--- config.mk ---
export PLATFORM = sky130hd
export DESIGN_NAME = miriscv_irq_ctrl
export DESIGN_NICKNAME = d
export VERILOG_FILES = /design/src/rtl/miriscv_irq_pkg.sv /design/src/rtl/miriscv_prio_enc.sv /design/src/rtl/miriscv_irq_ctrl.sv
export SDC_FILE = /design/constraint.sdc
export NUM_CORES = 1
export LEC_CHECK = 0
export CORE_MARGIN = 3
export CORE_UTILIZATION = 32
export DETAILED_ROUTE_END_ITERATION = 16
export PLACE_DENSITY = 0.94
export SETUP_SLACK_MARGIN = 0.3
export SLEW_MARGIN = 25
export SYNTH_ARGS = -nofsm -noshare
export SYNTH_HDL_FRONTEND = slang
export SYNTH_SLANG_ARGS = --single-unit
--- constraint.sdc ---
create_clock -name clk_i -period 2.25 [get_ports clk_i]
set_clock_uncertainty 0.05 [all_clocks]
set_input_delay 0.45 -clock clk_i [delete_from_list [all_inputs] [get_ports clk_i]]
set_output_delay 0.45 -clock clk_i [all_outputs]
set_load 0.02 [all_outputs]
--- src/rtl/miriscv_irq_pkg.sv ---
// miriscv_irq_pkg: shared types and constants for the interrupt controller
package miriscv_irq_pkg;

    typedef enum logic [1:0] {
        IRQ_IDLE,
        IRQ_ACTIVE,
        IRQ_FIN
    } irq_state_e;

    localparam int MCAUSE_INT_BIT = 31;
    localparam int IRQ_ID_W       = 5;

    // mcause for an interrupt: interrupt flag on top, 31-bit wrapping code below
    function automatic logic [31:0] irq_mcause(input logic [31:0] base, input logic [IRQ_ID_W-1:0] id);
        logic [31:0] code;
        code = base + 32'(id);
        irq_mcause = {1'b1, code[MCAUSE_INT_BIT-1:0]};
    endfunction

endpackage

--- src/rtl/miriscv_prio_enc.sv ---
// miriscv_prio_enc: lowest-set-bit priority encoder, index 0 has highest priority
module miriscv_prio_enc
    import miriscv_irq_pkg::*;
#(
    parameter int N = 32
) (
    input  logic [N-1:0]          req,
    output logic                  valid,
    output logic [IRQ_ID_W-1:0]   id
);

    // scan from the top down so the lowest set index wins
    always_comb begin
        id = '0;
        for (int i = N - 1; i >= 0; i--)
            if (req[i]) id = IRQ_ID_W'(i);
        valid = |req;
    end

endmodule

--- src/rtl/miriscv_irq_ctrl.sv ---
// miriscv_irq_ctrl: picks one enabled request, holds int_o to the core, pulses completion on mret
module miriscv_irq_ctrl
    import miriscv_irq_pkg::*;
#(
    parameter int          IRQ_NUM     = 32,
    parameter logic [31:0] MCAUSE_BASE = 32'h0000_0010
) (
    input  logic               clk_i,
    input  logic               rst_n_i,
    input  logic [IRQ_NUM-1:0] int_req_i,
    input  logic [IRQ_NUM-1:0] mie_i,
    input  logic               int_rst_i,
    output logic               int_o,
    output logic [31:0]        mcause_o,
    output logic [IRQ_NUM-1:0] int_fin_o
);

    irq_state_e          state;
    irq_state_e          state_next;
    logic                enc_valid;
    logic [IRQ_ID_W-1:0] enc_id;
    logic [IRQ_ID_W-1:0] id;
    logic [31:0]         mcause;

    miriscv_prio_enc #(.N(IRQ_NUM)) u_enc (
        .req   (int_req_i & mie_i),
        .valid (enc_valid),
        .id    (enc_id)
    );

    // state register; reset abandons any service in progress without a completion
    always_ff @(posedge clk_i or negedge rst_n_i)
        if (!rst_n_i) state <= IRQ_IDLE;
        else          state <= state_next;

    // next state: take a request from IDLE, wait for mret in ACTIVE, FIN lasts one cycle
    always_comb begin
        state_next = IRQ_IDLE;
        case (state)
            IRQ_IDLE:   state_next = enc_valid ? IRQ_ACTIVE : IRQ_IDLE;
            IRQ_ACTIVE: state_next = int_rst_i ? IRQ_FIN : IRQ_ACTIVE;
            default:    state_next = IRQ_IDLE;
        endcase
    end

    // latch the serviced id and its mcause only on the IDLE->ACTIVE decision
    always_ff @(posedge clk_i or negedge rst_n_i)
        if (!rst_n_i) begin
            id     <= '0;
            mcause <= '0;
        end else if (state == IRQ_IDLE && enc_valid) begin
            id     <= enc_id;
            mcause <= irq_mcause(MCAUSE_BASE, enc_id);
        end

    // outputs decoded from registered state, so they change only on clock or reset
    always_comb begin
        int_o     = (state == IRQ_ACTIVE);
        mcause_o  = mcause;
        int_fin_o = (state == IRQ_FIN) ? (IRQ_NUM'(1) << id) : '0;
    end

endmodule

After elaboration in Yosys (flattened, before gate mapping). Index checks and enable logic that the tools add are counted.

Flip-flop bits (word level): 39. Latch bits: 0. Memory bits (writable): 0. Bits in read-only memories: 0. Output and inout port bits: 65. Memories kept: 0.

Add/subtract/negate cells: 1. Multiply operators: 0. Divide/modulo/power cells: 0. $lt $le $gt $ge: 0. Equal/unequal tests: 2. Shifts and indexed selects: 1. Multiplexer cells: 36. Bitwise operators: 1. Reductions and logical operators: 3.

Operators with widths (count): $mux W5 (32); $and A32 B32 Y32 (1); $mux W32 (1); $reduce_or A32 Y1 (1); $shl A1 B5 Y32 const A (1); $add A5 B5 Y6 const A (1); $pmux W2 S2 (1); $eq A2 B1 Y1 const B (1); $eq A2 B2 Y1 const B (1); $logic_not A2 Y1 (1); $mux W2 (1); $logic_and A1 B1 Y1 (1); $mux W1 (1).

Depth between registers and ports, before layout. Gate-level depths: netlist of the first run.

Word-level depth: 34. Mapped depth: 6.

By module. Synthesis of the first run repeated with hierarchy kept, for this count alone.

Cells, all modules: 196. Area, all modules: 1428.9 µm².

By module, submodules not included: miriscv_irq_ctrl (instances 1, cells an instance 131, area each 1043.5 µm², sequential area each 225.2 µm²); miriscv_prio_enc (instances 1, cells an instance 65, area each 385.4 µm², sequential area each 0.0 µm²).

Worst setup path before layout of the first run. No wires, ideal clock.

Path type: flip-flop to output port. From: register id[2]. To: output int_fin_o[24]. Arrival time: 1.315 ns. Data required time: 1.750 ns. Setup slack: 0.435 ns. Stages on the path, launching flop included: 4. Buffers on the path: 0. Cell sequence: dfrtp_1 -> nor3b_1 -> nand3_1 -> nor2_1.

Longest elaborated chain between the ends: 2.

RTL lines: start: declaration (RTL line miriscv_irq_ctrl.sv:22) `logic [IRQ_ID_W-1:0] id;`; start signal: assignment (RTL line miriscv_irq_ctrl.sv:52) `id <= enc_id;`; $shl A1 B5 Y32 (RTL line miriscv_irq_ctrl.sv:60) `int_fin_o = (state == IRQ_FIN) ? (IRQ_NUM'(1) << id) : '0;`; $mux W32 (RTL line miriscv_irq_ctrl.sv:60); end: declaration (RTL line miriscv_irq_ctrl.sv:15) `output logic [IRQ_NUM-1:0] int_fin_o`.

No other way between the ends.

Final worst setup path of the first run.
From: input mie_i[3]. To: register id[1].

Longest elaborated chain between the ends: 5.

RTL lines: start: declaration (RTL line miriscv_irq_ctrl.sv:11) `input logic [IRQ_NUM-1:0] mie_i,`; $and A32 B32 Y32 * (RTL line miriscv_irq_ctrl.sv:26) `.req (int_req_i & mie_i),`; $mux W5 (4 in series) (RTL line miriscv_prio_enc.sv:16) `if (req[i]) id = IRQ_ID_W'(i);`.

Every way passes the cells marked *; elsewhere a longest branch is shown, timed or not. A chain may end at the register's enable or synchronous reset.

==> out/qor.csv, run 1 <==
stage;metric;value;unit
placement;io_buffers;106;
timing;fin_setup_tns;0;ps
setup_path;cp_cell_sequence;clkdlybuf4s50_1, a22o_4, or4_4, nor3_2, o41ai_2;
setup_path;worstPathRequired;2310;ps
pwr;p_leak;1.458;nW
routing;wl_met2;3.454;mm
grt;grt_pass1_wl;7.866;mm
yosys;netlist_area;1286;um2
routing;drc;0;
timing;holdWs;417.5;ps
yosys;synth-seq-cells;9;
routing;m1WireLength;2.145;mm
worst_hold_path;whs_endpoint;mcause_o[31]$_DFFE_PN0P_;
routing;ant_nets;0;
clocking;clock_path_buffers;2;
floorplanning;die_area;4816;um2
setup_path;slowest_stage;or4_4;
yosys;synthTopCellsByCount;nor2_1, nand2_1, buf_4;
routing;vias;2090;
run_status;status;finished clean;
floorplanning;die_h;69.40;um
timing;setup_viol;0;
finish;fill_cells;301;
floorplanning;chipWidth;69.40;um
placement;dp_slack;-37.39;ps
floorplanning;boundaryPins;132;
grt;grt_overflow;0;
clocking;tritoncts;done;
job;cap_violations;0;
finish;seqCellArea;227.7;um2
pwr;vdd_drop_max;0.2858;mV
setup_path;cp.arrival;2020;ps
placement;place_hpwl;3.979;mm
finish;fin_nets;405;
finish;layout-drive-gt1-share;0.3442;
yosys;post-synth-top-area-cell;dfrtp_1;
setup_path;cpPeakStageDelay;560;ps
timing;fmax;0.5107;GHz
clocking;clockRootBuffer;clkbuf_8;
setup_path;end_kind;flip-flop;
timing;min_period_over_period;0.8702;
routing;drt-initial-drc-count;88;
grt;grt_pass1_vias;1847;
finish;design_area;2664;um2
grt;grt_util_all_layers;0.1951;
timing;layout_min_cycle_time;1958;ps
routing;dr.pass1.iters;5;
pwr;p_per_area;558.2;nW/um2
worst_hold_path;hold_path.class;reg -> reg;
worst_hold_path;min-delay-start;mcause_o[31]$_DFFE_PN0P_;
finish;stdcell_count;387;
finish;finish.utilization;0.7064;
yosys;synthArstFlopShare;1.000;
pwr;finalPower;1.487;mW
yosys;ys.flop_type;dfrtp_1;
routing;wl_met3;611;um
placement;gp_congestion;0.8700;
timing;drv_slew;0;
floorplanning;start_util;0.3411;
clocking;cts_sinks;9;
floorplanning;fp.coreArea;3771;um2
finish;multiInputGateArea;1061;um2
timing;fin_ws;292.0;ps
yosys;ys_seq_area_frac;0.1751;
placement;dp_cells;351;
clocking;clkLatencyLatePin;230;ps
setup_path;r2r_slack;680;ps
grt;grt_max_degree;10;
routing;top_layer_used;met4;
yosys;syn-instance-count;190;
setup_path;crit_path_start_kind;input port;
clocking;path_clk_slew;50;ps
timing;hold_viol;0;
clocking;hold_buffers;0;
yosys;syn_area_per_cell;6.770;um2
setup_path;reg2reg_from;state[0]$_DFF_PN0_;
setup_path;worstPathMaxFanout;4;
yosys;synth_top_area_share;0.1751;
routing;avgRoutedWirePerCell;17.00;um
grt;antenna_found_initial;0;
setup_path;rr_endpoint;id[0]$_DFFE_PN0P_;
clocking;cts_max_level;1;
finish;area_growth;107.1;%
setup_path;reg2regPathDepth;4;
yosys;synthMostInstantiatedCell;nor2_1;
setup_path;crit_type;in -> reg;
timing;grt_setup_unrepaired;yes;
yosys;synth.distinct_cells;38;
placement;placed_cell_area;2381;um2
yosys;ys_top_cells_by_area;dfrtp_1, buf_4, nor2_1;
yosys;synth-edff-count;0;
worst_hold_path;whs_path_depth;1;
yosys;yosys_warnings;0;
clocking;cts_buffers;3;
floorplanning;rows;22;
routing;via_per_inst;5.401;
routing;wl;6.580;mm
## state kept, by name (all words and copies together) (netlist names)
signal	flops
id	4
mcause_o	3
state	2
## cells in the final DEF (no fill, tap or decap), drive strengths merged, types with 12 or more instances in the layout
| cell | instances |
|---|---|
| clkbuf | 16 |
| conb | 25 |
| clkdlybuf4s15 | 12 |
| clkdlybuf4s50 | 25 |
| nand2 | 36 |
| buf | 64 |
| dlymetal6s2s | 25 |
| nor2 | 38 |
## worst max-delay path, delay by kind of cell
family	cells	cell delay (ps)
simple gates	2	730
buf+inv	1	440
compound gates	2	400
## area by class of cell
class,instances,area share
diodes,2,0.001879
clock buffers,4,0.01691
inverters,2,0.002818
multi-input cells,175,0.3983
flip-flops and latches,9,0.08549
well taps,48,0.02255
repair buffers,147,0.4721
## worst max-delay path by stage
stage / from / end / cells past startpoint
3_5_place_dp: int_req_i[27] / id[0]$_DFFE_PN0P_ / 7
6_report: mie_i[3] / id[1]$_DFFE_PN0P_ / 5
3_3_place_gp: mie_i[27] / id[0]$_DFFE_PN0P_ / 7
4_1_cts: id[0]$_DFFE_PN0P_ / int_fin_o[12] / 3
5_1_grt: int_req_i[5] / id[1]$_DFFE_PN0P_ / 6
2_1_floorplan: id[2]$_DFFE_PN0P_ / int_fin_o[24] / 3
## power breakdown
part	internal [mW]	switching [mW]	total [mW]
clock	0.124	0.0645	0.188
sequential	0.233	0.0855	0.319
combinational	0.443	0.537	0.980
total	0.800	0.687	1.49
## cell families after synthesis
logic type             share of synthesized area
AOI/OAI and AO/OA                         0.2714
DFF                                       0.1751
buffers and inverters                     0.1605
other                                   0.002915
and+or+nand+nor                           0.3901
## routing by layer
metal / vias to the layer above / track usage
met5: - / 0
met4: 0 / 0.09761
met3: 39 / 0.02899
met2: 191 / 0.3919
met1: 934 / 0.1876
li1: 926 / -
## timing repair
action / CTS / global route
endpoints found under the hold margin: 0 / 0
pin swaps: 22 / 32
gates cloned: 0 / 0
endpoints found under the setup margin: 40 / 39
resized for setup: 131 / 91
buffers inserted: 18 / 12
Note: power is estimated with default switching activity, not from simulation.
==> inputs of run 2 (changes only) <==
- ABC_CLOCK_PERIOD_IN_PS: not set -> 2250
- CORE_ASPECT_RATIO: not set -> 0.8
- HOLD_SLACK_MARGIN: not set -> 0.15
==> out/qor.csv, run 2 (synthesis gave the netlist of run 1 again) <==
stage;metric;value;unit
routing;wl;5.835;mm
floorplanning;rows;19;
timing;grt_setup_unrepaired;yes;
timing;min_period_over_period;0.8712;
grt;grt_pass1_vias;1769;
clocking;cts_max_level;1;
setup_path;worstPathRequired;2310;ps
setup_path;reg2regPathDepth;3;
pwr;vdd_drop_max;0.3443;mV
routing;drt-initial-drc-count;100;
clocking;clockRootBuffer;clkbuf_8;
pwr;finalPower;1.458;mW
worst_hold_path;whs_path_depth;1;
grt;grt_util_all_layers;0.2045;
floorplanning;boundaryPins;132;
clocking;clock_path_buffers;2;
floorplanning;die_area;4821;um2
finish;antennaDiodeCount;0;
worst_hold_path;hold_path.class;reg -> reg;
finish;area_growth;100.0;%
routing;avgRoutedWirePerCell;15.20;um
routing;dr.pass1.iters;4;
timing;layout_min_cycle_time;1960;ps
finish;finish.utilization;0.7073;
pwr;p_comb_frac;0.642;
routing;via_per_inst;5.039;
clocking;cts_sinks;9;
finish;fin_nets;400;
finish;design_area;2572;um2
finish;regMostFlops;id;
placement;place_hpwl;4.288;mm
floorplanning;fp.coreArea;3637;um2
floorplanning;die_h;62.71;um
floorplanning;start_util;0.3536;
pwr;p_leak;1.386;nW
pwr;clkPwrFrac;0.129;
grt;grt_pass1_wl;8.107;mm
floorplanning;chipWidth;76.88;um
setup_path;end_kind;flip-flop;
setup_path;cp.arrival;2020;ps
timing;fmax;0.5102;GHz
pwr;seqPwrFrac;0.229;
clocking;clkLatencyLatePin;230;ps
finish;layout-drive-gt1-share;0.3133;
clocking;cts_buffers;3;
setup_path;worstPathMaxFanout;4;
routing;ant_nets;0;
grt;antenna_found_initial;0;
setup_path;crit_type;in -> reg;
routing;drc;0;
grt;grt_overflow;0;
pwr;power_switching;0.6788;mW
pwr;p_per_area;566.7;nW/um2
clocking;tritoncts;done;
finish;final_common_cell;buf_4;
pwr;internal_power;0.7792;mW
finish;fill_cells;304;
placement;io_buffers;106;
run_status;status;finished clean;
setup_path;crit_path_start_kind;input port;
timing;setup_viol;0;
clocking;path_clk_slew;40;ps
placement;placed_cell_area;2409;um2
grt;grt_max_degree;10;
routing;vias;1935;
job;cap_violations;0;
finish;layout_common_cells;buf_4, nor2_1, nand2_1;
placement;gp_congestion;0.7820;
timing;hold_viol;0;
pwr;switching_share;0.4656;
finish;largest_reg_flops;4;
timing;drv_slew;0;
==> run 2: changes by cell type in the layout (fill, tap and decap cells not counted), sizes merged <==
cell / change
clkbuf: -5
buf: -3
dlygate4sd2: +19
clkdlybuf4s15: -8
diode: -2
dlymetal6s2s: -8
==> run 2: layout make-up <==
type,count,area (um2),share of cell area
sequential,9,227.7,0.08852
clock buffer,4,45.04,0.01751
tap,52,65.06,0.02529
inverter,2,7.507,0.002918
multi-input combinational,175,1041,0.4047
timing repair buffer,142,1186,0.4611
==> run 2: worst max-delay path, cell delays in order <==
cell and delay, ps:
clkdlybuf4s50_1 450, a22o_4 300, or4_1 550, nor3_2 170, o41ai_2 100
==> run 2: through the flow <==
stage | worst slack (ps) | instances | hold slack [ps] | TNS (ps)
3_5_place_dp | -100.8 | 358 | 410.7 | -136.3
3_3_place_gp | -49.94 | 358 | 422.9 | -49.94
6_report | 289.9 | 384 | 461.5 | 0
4_1_cts | 298.3 | 375 | 426.6 | 0
2_1_floorplan | 434.8 | 214 | 104.4 | 0
5_1_grt | 227.0 | 384 | 471.9 | 0
==> run 2: what timing repair did <==
item,4_1_cts,5_1_grt
hold buffers,0,0
endpoints found under the setup margin,39,38
pin swaps,26,25
resized for setup,151,51
setup buffers,13,9
==> run 2: power by group through the flow <==
stage               Combinational (mW)  Sequential, mW  Clock [mW]
detailed placement               0.844           0.317           0
global route                      1.00           0.350       0.204
floorplan                        0.440           0.355           0
global placement                 0.823           0.311           0
CTS                              0.853           0.320       0.191
finish                           0.935           0.334       0.188
==> run 2: worst paths after layout <==
path,start,end,slack [ps]
worst max-delay path,mie_i[3],id[1]$_DFFE_PN0P_,290
worst min-delay path,mcause_o[31]$_DFFE_PN0P_,mcause_o[31]$_DFFE_PN0P_,460
worst max register to register,state[0]$_DFF_PN0_,id[0]$_DFFE_PN0P_,810
worst min register to register,mcause_o[31]$_DFFE_PN0P_,mcause_o[31]$_DFFE_PN0P_,460
max in group asynchronous,rst_n_i,mcause_o[5]$_DFFE_PN0P_,1350
min in group asynchronous,rst_n_i,id[2]$_DFFE_PN0P_,480
==> run 2: layer usage <==
layer	track usage	wire, um	up-vias
met4	0.06561	71	0
met2	0.3793	3097	102
li1	-	-	914
met3	0.06484	472	14
met5	0	0	-
met1	0.2184	2194	905
==> inputs of run 3 (changes only) <==
- REMOVE_ABC_BUFFERS: not set -> 1
==> out/qor.csv, run 3 (synthesis gave the netlist of run 1 again) <==
stage;metric;value;unit
setup_path;cpPeakStageDelay;450;ps
finish;antennaDiodeCount;0;
timing;fin_ws;301.9;ps
timing;fmax;0.5133;GHz
run_status;status;finished clean;
finish;final_common_cell;dlygate4sd2_1;
placement;gp_congestion;0.7859;
placement;place_hpwl;4.349;mm
routing;drt-initial-drc-count;101;
placement;io_buffers;106;
setup_path;end_kind;flip-flop;
timing;hold_viol;0;
clocking;clkLatencyLatePin;230;ps
finish;fill_cells;331;
finish;design_area;2451;um2
finish;layout-drive-gt1-share;0.2791;
setup_path;reg2regPathDepth;4;
floorplanning;die_area;4821;um2
worst_hold_path;whs_endpoint;mcause_o[31]$_DFFE_PN0P_;
grt;grt_pass1_vias;1854;
clocking;clock_path_buffers;2;
routing;via_per_inst;4.913;
job;cap_violations;0;
timing;min_period_over_period;0.8658;
clocking;tritoncts;done;
clocking;cts_sinks;9;
placement;placed_cell_area;2386;um2
setup_path;path_delay_family;buffers and inverters;
grt;grt_overflow;0;
setup_path;cp.arrival;2020;ps
clocking;clockRootBuffer;clkbuf_8;
floorplanning;start_util;0.3536;
grt;antenna_found_initial;0;
grt;grt_pass1_wl;8.314;mm
setup_path;crit_path_start_kind;input port;
finish;area_growth;90.56;%
grt;grt_util_all_layers;0.2053;
floorplanning;boundaryPins;132;
setup_path;worst-path-stages;8;
routing;dr.pass1.iters;4;
setup_path;r2r_slack;640;ps
pwr;vdd_drop_max;0.3450;mV
routing;drc;0;
setup_path;cp_cell_sequence;clkdlybuf4s50_1, a22o_1, nor2_2, nand4_2, o21ai_4, buf_12, nand2_1, o41ai_1;
timing;setup_viol;0;
grt;grt_max_degree;10;
finish;largest_reg_flops;4;
placement;dp_slack;-71.63;ps
worst_hold_path;min-delay-start;mcause_o[31]$_DFFE_PN0P_;
worst_hold_path;whs_path_depth;1;
timing;drv_slew;0;
timing;layout_min_cycle_time;1948;ps
clocking;path_clk_slew;40;ps
floorplanning;rows;19;
placement;dp_cells;355;
setup_path;rr_endpoint;id[1]$_DFFE_PN0P_;
pwr;p_per_area;596.0;nW/um2
timing;grt_setup_unrepaired;yes;
setup_path;cp_num_buf_inv;2;
setup_path;worstPathRequired;2320;ps
routing;avgRoutedWirePerCell;14.49;um
routing;wl;5.476;mm
floorplanning;fp.coreArea;3637;um2
clocking;cts_max_level;1;
setup_path;crit_type;in -> reg;
finish;layout_common_cells;dlygate4sd2_1, nor2_1, buf_4;
setup_path;slowest_stage;clkdlybuf4s50_1;
setup_path;reg2reg_from;state[0]$_DFF_PN0_;
timing;holdWs;414.3;ps
clocking;cts_buffers;3;
floorplanning;die_h;62.71;um
floorplanning;chipWidth;76.88;um
pwr;p_leak;1.258;nW
finish;fin_nets;394;
finish;stdcell_count;378;
routing;vias;1857;
finish;regMostFlops;id;
routing;ant_nets;0;
setup_path;worstPathMaxFanout;7;
worst_hold_path;hold_path.class;reg -> reg;
run 3: stage by stage:
step / util / TNS (ps) / total power, mW
after floorplan: - / 0 / 0.7480
after detailed placement: 0.6560 / -182.5 / 1.158
after global routing: 0.6739 / 0 / 1.552
after CTS: 0.6636 / 0 / 1.361
after global placement: 0.6560 / 0 / 1.129
final: 0.6739 / 0 / 1.461
run 3: worst max-delay path by stage:
stage	slack, ps	start	endpoint
final	300	int_req_i[1]	id[1]$_DFFE_PN0P_
after global routing	230	mie_i[7]	id[1]$_DFFE_PN0P_
after CTS	290	id[2]$_DFFE_PN0P_	int_fin_o[24]
after detailed placement	-70	int_req_i[11]	id[2]$_DFFE_PN0P_
after global placement	5	int_req_i[27]	id[0]$_DFFE_PN0P_
after floorplan	430	id[2]$_DFFE_PN0P_	int_fin_o[24]
run 3: report_power, final:
part           switching (mW)  leakage (nW)  internal [mW]
registers              0.0951         0.105          0.233
logic                   0.508          1.13          0.437
clock network          0.0646        0.0228          0.123
run 3: layout make-up:
class	instances	area [um2]	area share
Clock buffer	4	45.04	0.01838
Inverter	2	7.507	0.003063
Multi-Input combinational cell	175	999.7	0.4079
Sequential cell	9	227.7	0.09290
Tap cell	52	65.06	0.02654
Timing Repair Buffer	136	1106	0.4513
run 3: what timing repair did:
| action | CTS | global route |
|---|---|---|
| endpoints found under the setup margin | 39 | 36 |
| gates resized for setup | 157 | 35 |
| hold buffers | 0 | 0 |
| setup buffers | 12 | 7 |
| pin swaps | 24 | 11 |
| hold endpoints to repair | 0 | 0 |
run 3: layer usage:
layer | track usage | part of all wire
met4 | 0.04072 | 0.017
met3 | 0.05043 | 0.070
met5 | 0 | 0
met2 | 0.4022 | 0.54
met1 | 0.2207 | 0.38
